File: src/rtl/seg7_pkg.sv
// Shared definitions for the seven-segment reader: segment patterns,
// pattern-to-digit decode and the tracking FSM state encoding.
package seg7_pkg;

  // Active-high segment patterns, bit order {g,f,e,d,c,b,a}.
  localparam logic [6:0] SEG_0 = 7'h3F;
  localparam logic [6:0] SEG_1 = 7'h06;
  localparam logic [6:0] SEG_2 = 7'h5B;
  localparam logic [6:0] SEG_3 = 7'h4F;
  localparam logic [6:0] SEG_4 = 7'h66;
  localparam logic [6:0] SEG_5 = 7'h6D;
  localparam logic [6:0] SEG_6 = 7'h7D;
  localparam logic [6:0] SEG_7 = 7'h07;
  localparam logic [6:0] SEG_8 = 7'h7F;
  localparam logic [6:0] SEG_9 = 7'h6F;
  localparam logic [6:0] SEG_A = 7'h77;
  localparam logic [6:0] SEG_B = 7'h7C;
  localparam logic [6:0] SEG_C = 7'h39;
  localparam logic [6:0] SEG_D = 7'h5E;
  localparam logic [6:0] SEG_E = 7'h79;
  localparam logic [6:0] SEG_F = 7'h71;

  // IDLE: no reference digit yet; TRACK: last accepted digit is a valid reference.
  typedef enum logic {
    ST_IDLE  = 1'b0,
    ST_TRACK = 1'b1
  } state_t;

  typedef struct packed {
    logic       legal;
    logic [3:0] digit;
  } decode_t;

  // Map a segment pattern to its hex digit; legal=0 for anything not in the table.
  function automatic decode_t seg7_decode(input logic [6:0] pat);
    decode_t d;
    d.legal = 1'b1;
    d.digit = 4'h0;
    case (pat)
      SEG_0:   d.digit = 4'h0;
      SEG_1:   d.digit = 4'h1;
      SEG_2:   d.digit = 4'h2;
      SEG_3:   d.digit = 4'h3;
      SEG_4:   d.digit = 4'h4;
      SEG_5:   d.digit = 4'h5;
      SEG_6:   d.digit = 4'h6;
      SEG_7:   d.digit = 4'h7;
      SEG_8:   d.digit = 4'h8;
      SEG_9:   d.digit = 4'h9;
      SEG_A:   d.digit = 4'hA;
      SEG_B:   d.digit = 4'hB;
      SEG_C:   d.digit = 4'hC;
      SEG_D:   d.digit = 4'hD;
      SEG_E:   d.digit = 4'hE;
      SEG_F:   d.digit = 4'hF;
      default: d.legal = 1'b0;
    endcase
    return d;
  endfunction

endpackage

File: src/rtl/seg7_stable_filter.sv
// Synchronizes the asynchronous segment bus, counts how many consecutive
// identical samples have been seen and flags a newly stable pattern once.
module seg7_stable_filter #(
  parameter int unsigned STABLE_CYCLES = 4
) (
  input  logic       clk,
  input  logic       rst_n,
  input  logic [6:0] i_seg,
  output logic       o_accept,
  output logic [6:0] o_pattern
);

  localparam logic [7:0] CNT_MAX = 8'(STABLE_CYCLES);

  logic [6:0] r_sync1;
  logic [6:0] r_sync2;
  logic [6:0] r_prev;
  logic [6:0] r_last;
  logic [7:0] r_cnt;

  // Two-flop synchronizer for the asynchronous segment bus.
  // NOTE: sequential state uses non-blocking assignments so every flop samples pre-edge values.
  always_ff @(posedge clk or negedge rst_n) begin
    if (!rst_n) begin
      r_sync1 <= 7'h00;
      r_sync2 <= 7'h00;
    end else begin
      r_sync1 <= i_seg;
      r_sync2 <= r_sync1;
    end
  end

  // r_cnt is the number of consecutive samples equal to r_prev; restarts on a change, saturates.
  always_ff @(posedge clk or negedge rst_n) begin
    if (!rst_n) begin
      r_prev <= 7'h00;
      r_cnt  <= 8'd0;
    end else begin
      r_prev <= r_sync2;
      if (r_sync2 != r_prev) begin
        r_cnt <= 8'd1;
      end else if (r_cnt != CNT_MAX) begin
        r_cnt <= r_cnt + 8'd1;
      end
    end
  end

  // A stable pattern that differs from the last accepted one is accepted exactly once.
  assign o_accept  = (r_cnt == CNT_MAX) && (r_prev != r_last);
  assign o_pattern = r_prev;

  // Remember the last accepted pattern so a held pattern never re-fires.
  always_ff @(posedge clk or negedge rst_n) begin
    if (!rst_n) begin
      r_last <= 7'h00;
    end else if (o_accept) begin
      r_last <= r_prev;
    end
  end

endmodule

File: src/rtl/seg7_reader.sv
// Seven-segment receive monitor: decodes stable patterns to digits, checks
// the +1 mod 16 count sequence and measures strobe-to-strobe period.
module seg7_reader
  import seg7_pkg::*;
#(
  parameter int unsigned STABLE_CYCLES = 4,
  parameter int unsigned PERIOD_W      = 24
) (
  input  logic                clk,
  input  logic                rst_n,
  input  logic [6:0]          seg_in,
  input  logic                clr_err,
  output logic [3:0]          digit_out,
  output logic                digit_valid,
  output logic                digit_strobe,
  output logic                illegal,
  output logic                seq_err,
  output logic [PERIOD_W-1:0] period
);

  logic                w_accept;
  logic [6:0]          w_pattern;
  decode_t             w_dec;
  state_t              r_state;
  state_t              w_state_next;
  logic                w_set_err;
  logic                w_capture;
  logic [3:0]          w_expect;
  logic [PERIOD_W-1:0] w_period_inc;

  logic [3:0]          r_digit;
  logic                r_valid;
  logic                r_strobe;
  logic                r_illegal;
  logic                r_err;
  logic [PERIOD_W-1:0] r_period;
  logic [PERIOD_W-1:0] r_pcnt;

  seg7_stable_filter #(
    .STABLE_CYCLES (STABLE_CYCLES)
  ) u_filter (
    .clk       (clk),
    .rst_n     (rst_n),
    .i_seg     (seg_in),
    .o_accept  (w_accept),
    .o_pattern (w_pattern)
  );

  assign w_dec        = seg7_decode(w_pattern);
  assign w_expect     = r_digit + 4'd1;
  assign w_period_inc = (r_pcnt == '1) ? '1 : r_pcnt + PERIOD_W'(1);

  // FSM state register.
  always_ff @(posedge clk or negedge rst_n) begin
    if (!rst_n) begin
      r_state <= ST_IDLE;
    end else begin
      r_state <= w_state_next;
    end
  end

  // Next state, sequence-error detection and period capture decisions.
  // NOTE: every signal gets a default first so no path leaves one unassigned (no latches).
  always_comb begin
    w_state_next = r_state;
    w_set_err    = 1'b0;
    w_capture    = 1'b0;
    if (w_accept) begin
      if (!w_dec.legal) begin
        w_state_next = ST_IDLE;
      end else begin
        w_state_next = ST_TRACK;
        if (r_state == ST_TRACK) begin
          w_capture = 1'b1;
          if (w_dec.digit != w_expect) begin
            w_set_err = 1'b1;
          end
        end
      end
    end
  end

  // Registered outputs: digit, validity, pulses, sticky error (set beats clear), period.
  always_ff @(posedge clk or negedge rst_n) begin
    if (!rst_n) begin
      r_digit   <= 4'h0;
      r_valid   <= 1'b0;
      r_strobe  <= 1'b0;
      r_illegal <= 1'b0;
      r_err     <= 1'b0;
      r_period  <= '0;
    end else begin
      r_strobe  <= w_accept;
      r_illegal <= w_accept && !w_dec.legal;
      if (w_accept) begin
        if (w_dec.legal) begin
          r_digit <= w_dec.digit;
          r_valid <= 1'b1;
        end else begin
          r_valid <= 1'b0;
        end
      end
      if (w_set_err) begin
        r_err <= 1'b1;
      end else if (clr_err) begin
        r_err <= 1'b0;
      end
      if (w_capture) begin
        r_period <= w_period_inc;
      end
    end
  end

  // Cycles since the last strobe; saturates so a stalled display reports all-ones.
  always_ff @(posedge clk or negedge rst_n) begin
    if (!rst_n) begin
      r_pcnt <= '0;
    end else if (w_accept) begin
      r_pcnt <= '0;
    end else if (r_pcnt != '1) begin
      r_pcnt <= r_pcnt + PERIOD_W'(1);
    end
  end

  assign digit_out    = r_digit;
  assign digit_valid  = r_valid;
  assign digit_strobe = r_strobe;
  assign illegal      = r_illegal;
  assign seq_err      = r_err;
  assign period       = r_period;

endmodule

File: config.mk
export PLATFORM = sky130hd
export DESIGN_NAME = seg7_reader
export DESIGN_NICKNAME = d
export VERILOG_FILES = /design/src/rtl/seg7_pkg.sv /design/src/rtl/seg7_stable_filter.sv /design/src/rtl/seg7_reader.sv
export SDC_FILE = /design/constraint.sdc
export NUM_CORES = 1
export LEC_CHECK = 0
export CAP_MARGIN = 20
export CORE_UTILIZATION = 60
export DETAILED_ROUTE_END_ITERATION = 8
export GPL_TIMING_DRIVEN = 0
export PLACE_DENSITY = 0.89
export SETUP_SLACK_MARGIN = 0.05
export SYNTH_ARGS = -nofsm -noshare
export SYNTH_HDL_FRONTEND = slang
export SYNTH_SLANG_ARGS = --single-unit
File: constraint.sdc
create_clock -name clk -period 3.4 [get_ports clk]
set_input_delay 0.68 -clock clk [delete_from_list [all_inputs] [get_ports clk]]
set_output_delay 0.68 -clock clk [all_outputs]
set_load 0.005 [all_outputs]
==> reports/metrics.cfg <==
[clock_network]
cts_buffer_depth = 2
clkSinkCount = 92
tritoncts_clock_tree = built
cts_root_buffer = sky130_fd_sc_hd__clkbuf_8
cts_setup_buffers = 0
cts_inserted_buffers = 9
insertion_delay_ns = 0.36
cts_hold_repair.buffers = 0
cts_resized = 0
cts.htree.levels = 3
clkTransAtPathRegs_ns = 0.10

[worst_setup_path]
critPathCaptureType = flop
critical_path_cell_by_cell = ha_1 > nand3_1 > nor2_1 > nand4_2 > nor2_2 > buf_4 > nor2_1 > o21ai_1
buf_inv_on_cp = 1
cp_data_required_time_ns = 3.69
crit_fanout = 10
critical_path.max_stage_delay_ns = 0.53
worst_setup_path_start_kind = flop
crit_path_frequent_cell = sky130_fd_sc_hd__nor2_1
worst-setup-path-type = reg -> reg
worstPathArrival_ns = 2.84
crit_family = simple AND/OR/NAND/NOR gates
worst_path_max_delay_cell = sky130_fd_sc_hd__nor2_1

[synthesis]
synth_top_family_by_area = simple AND/OR/NAND/NOR gates
yosys.area_share.simple = 0.186
syn-instance-count = 399
total_of_flip_flops_plus_latches_after_synthesis = 92
synth.mux.area_fraction = 0.0330
synthesized_area_per_cell_sq_um = 10.6
synth.net_count = 413
synth-compound-area-share = 0.0994
synth_ff_type = sky130_fd_sc_hd__dfrtp_1
synth_sequential_area_ratio = 0.543
yosys.area_share.adder = 0.0118
yosysWarningCount = 0
synth_cell_types = 58
synthesis.area_sq_um = 4240
synthXorXnorAreaFrac = 0.0908
count_of_flip_flops_with_a_built_in_enable_after_synthesis = 0
postSynth.asyncResetShare = 1.00

[power_and_ir_drop]
pwr-share-comb = 0.052
ir_drop_mv = 0.327
power.density_nw_per_um2 = 385
p_int_w = 0.00143
clkPwrFrac = 0.367
power_switching_w = 0.000489
seq_power_share = 0.581
total_leakage_power_nw = 2.25
switching_part_of_the_total_power = 0.254

[floorplan]
chipWidth_um = 86.1
dieArea_sq_um = 7410
floorplan.initialDensity = 0.624
floorplan.rows = 30
coreArea_sq_um = 6790
design.portCount = 42
die_h_um = 86.1

[timing]
report.final.hold_viol_count = 0
timing_worst_slew_pin_value_ns = 0.663
clock_skew_ns = 0.0112
period_minus_slack_ns = 2.55
final_max_slew_viol_count = 0
layout_setup_ws_ns = 0.851
rsz_0062_raised_after_global_routing = false
setup_violations = 0
fmax_mhz = 392
final_min_period_over_clock_period = 0.750
slew-limit-headroom = 0.557

[cells_and_area]
number_of_antenna_cells_inserted = 0
syn2layout_area_growth_pct = 17.6
final_common_cell = sky130_fd_sc_hd__dfrtp_1
layout_common_cells = sky130_fd_sc_hd__dfrtp_1 (92), sky130_fd_sc_hd__nor2_1 (52), sky130_fd_sc_hd__nand2_1 (42)
design.final.nets = 466
share_of_post_route_cells_with_drive_strength_above_1 = 0.129
post-route-util = 0.734

[grt]
grt-ovfl-total = 0
grt_start_max_net_pins = 77
grtUsageTotal = 0.250
gr-usage-met3 = 0.0558
wire_length_of_the_first_global_routing_pass_um = 14200
groute.layer.met1.usage = 0.352
global_routing_met2_resource_utilization = 0.390
grt.busiest_layer = met2
number_of_global_route_vias_before_repair = 2980
grt_antenna_before_repair = 0

[worst_hold_path]
holdCritPathClass = in -> async

[placement]
post-place-ws_ns = 0.940
routabilityCongestion = 0.787
dp.final_hpwl_um = 5860
portBuffers = 41

[routing]
first_pass_iters = 5
drt-initial-drc-count = 405
avgRoutedWirePerCell_um = 15.0
detail_route.drc_violations = 0
via_count = 3094
antenna_violating_nets_left = 0
routed_via_density = 5.59
finalWirelength_um = 8300

[job]
drv.max_cap_violation_count = 0

[outcome]
outcome = finished, final reports clean

## stage by stage
step,TNS (ns),cell area (sq um),total power [W],hold slack [ns],cells
floorplan,0,4240,0.00119,0.331,399
global placement,-136.31,4770,0.00123,0.333,536
detailed placement,0,4800,0.00124,0.335,537
CTS,0,4990,0.00194,0.166,553
global route,0,4990,0.00200,0.171,553
finish,0,4990,0.00192,0.172,553
## cell type report
| type | instances | area [sq um] |
|---|---|---|
| buffer | 21 | 133 |
| clock buffer | 9 | 124 |
| fill | 466 | 1810 |
| multi-input combinational | 280 | 1790 |
| timing repair buffer | 42 | 435 |
| clock inverter | 7 | 66.3 |
| inverter | 6 | 22.5 |
| tap | 96 | 120 |
| sequential | 92 | 2300 |
## cells by family (layout without fill, tap and decap cells)
| group | count (synthesis) | count (layout) |
|---|---|---|
| DFF | 92 | 92 |
| AOI/OAI and AO/OA | 62 | 62 |
| buffers and inverters | 27 | 85 |
| xor gates and xnor gates | 44 | 44 |
| muxes | 13 | 13 |
| adders and majority gates | 4 | 4 |
| and+or+nand+nor | 157 | 157 |
## per-layer routing
metal,part of all wire,wire length (um)
met1,0.45,3740
met2,0.48,3970
met3,0.054,447
met4,0.018,146
met5,0,0
## synth_stat cells, types with 3 or more instances
cell                       count  area share
sky130_fd_sc_hd__nand4_1       8       0.012
sky130_fd_sc_hd__a31oi_1       3      0.0044
sky130_fd_sc_hd__nand2b_1      5      0.0074
sky130_fd_sc_hd__inv_1         6      0.0053
sky130_fd_sc_hd__ha_1          4       0.012
sky130_fd_sc_hd__and3_1        5      0.0074
sky130_fd_sc_hd__nand3_1      15       0.018
sky130_fd_sc_hd__dfrtp_1      92        0.54
sky130_fd_sc_hd__o21ai_1      18       0.021
sky130_fd_sc_hd__nand2_1      42       0.037
sky130_fd_sc_hd__xor2_1       24       0.050
sky130_fd_sc_hd__buf_6         4       0.011
sky130_fd_sc_hd__a21oi_1      14       0.017
sky130_fd_sc_hd__nor2_1       52       0.046
sky130_fd_sc_hd__and4_1        6       0.012
sky130_fd_sc_hd__xnor2_1      20       0.041
sky130_fd_sc_hd__buf_2        13       0.015
sky130_fd_sc_hd__mux2_2        8       0.021
sky130_fd_sc_hd__mux2i_1       5       0.012
sky130_fd_sc_hd__a21o_1        3      0.0053
sky130_fd_sc_hd__nor2b_1       3      0.0044
## final timing paths
kind                       slack [ns]  cells after the start                start                   to
setup / recovery                 0.85                      8            r_pcnt[0]            period[9]
hold / removal                   0.17                      1                rst_n           period[14]
setup reg to reg                 0.85                      8            r_pcnt[0]            period[9]
hold reg to reg                  0.36                      0  u_filter.r_sync1[6]  u_filter.r_sync2[6]
max in group asynchronous        2.60                      2                rst_n            r_pcnt[2]
min in group clk                 0.36                      0  u_filter.r_sync1[6]  u_filter.r_sync2[6]
## sequential cells by signal, indices dropped and copies added, names as in the netlist
signal              flops
digit_strobe            1
digit_out               4
period                 24
illegal                 1
u_filter.r_last         7
digit_valid             1
r_pcnt                 24
u_filter.r_sync1        7
seq_err                 1
u_filter.r_cnt          8
u_filter.r_sync2        7
u_filter.o_pattern      7
## power groups by stage
stage | clock (W) | combinational, W | sequential [W]
floorplan | 0 | 0.0000542 | 0.00114
global placement | 0 | 0.0000938 | 0.00114
detailed placement | 0 | 0.000102 | 0.00114
CTS | 0.000721 | 0.000102 | 0.00112
global route | 0.000772 | 0.000114 | 0.00112
finish | 0.000705 | 0.000101 | 0.00112
(Power assumes the default switching activity.)
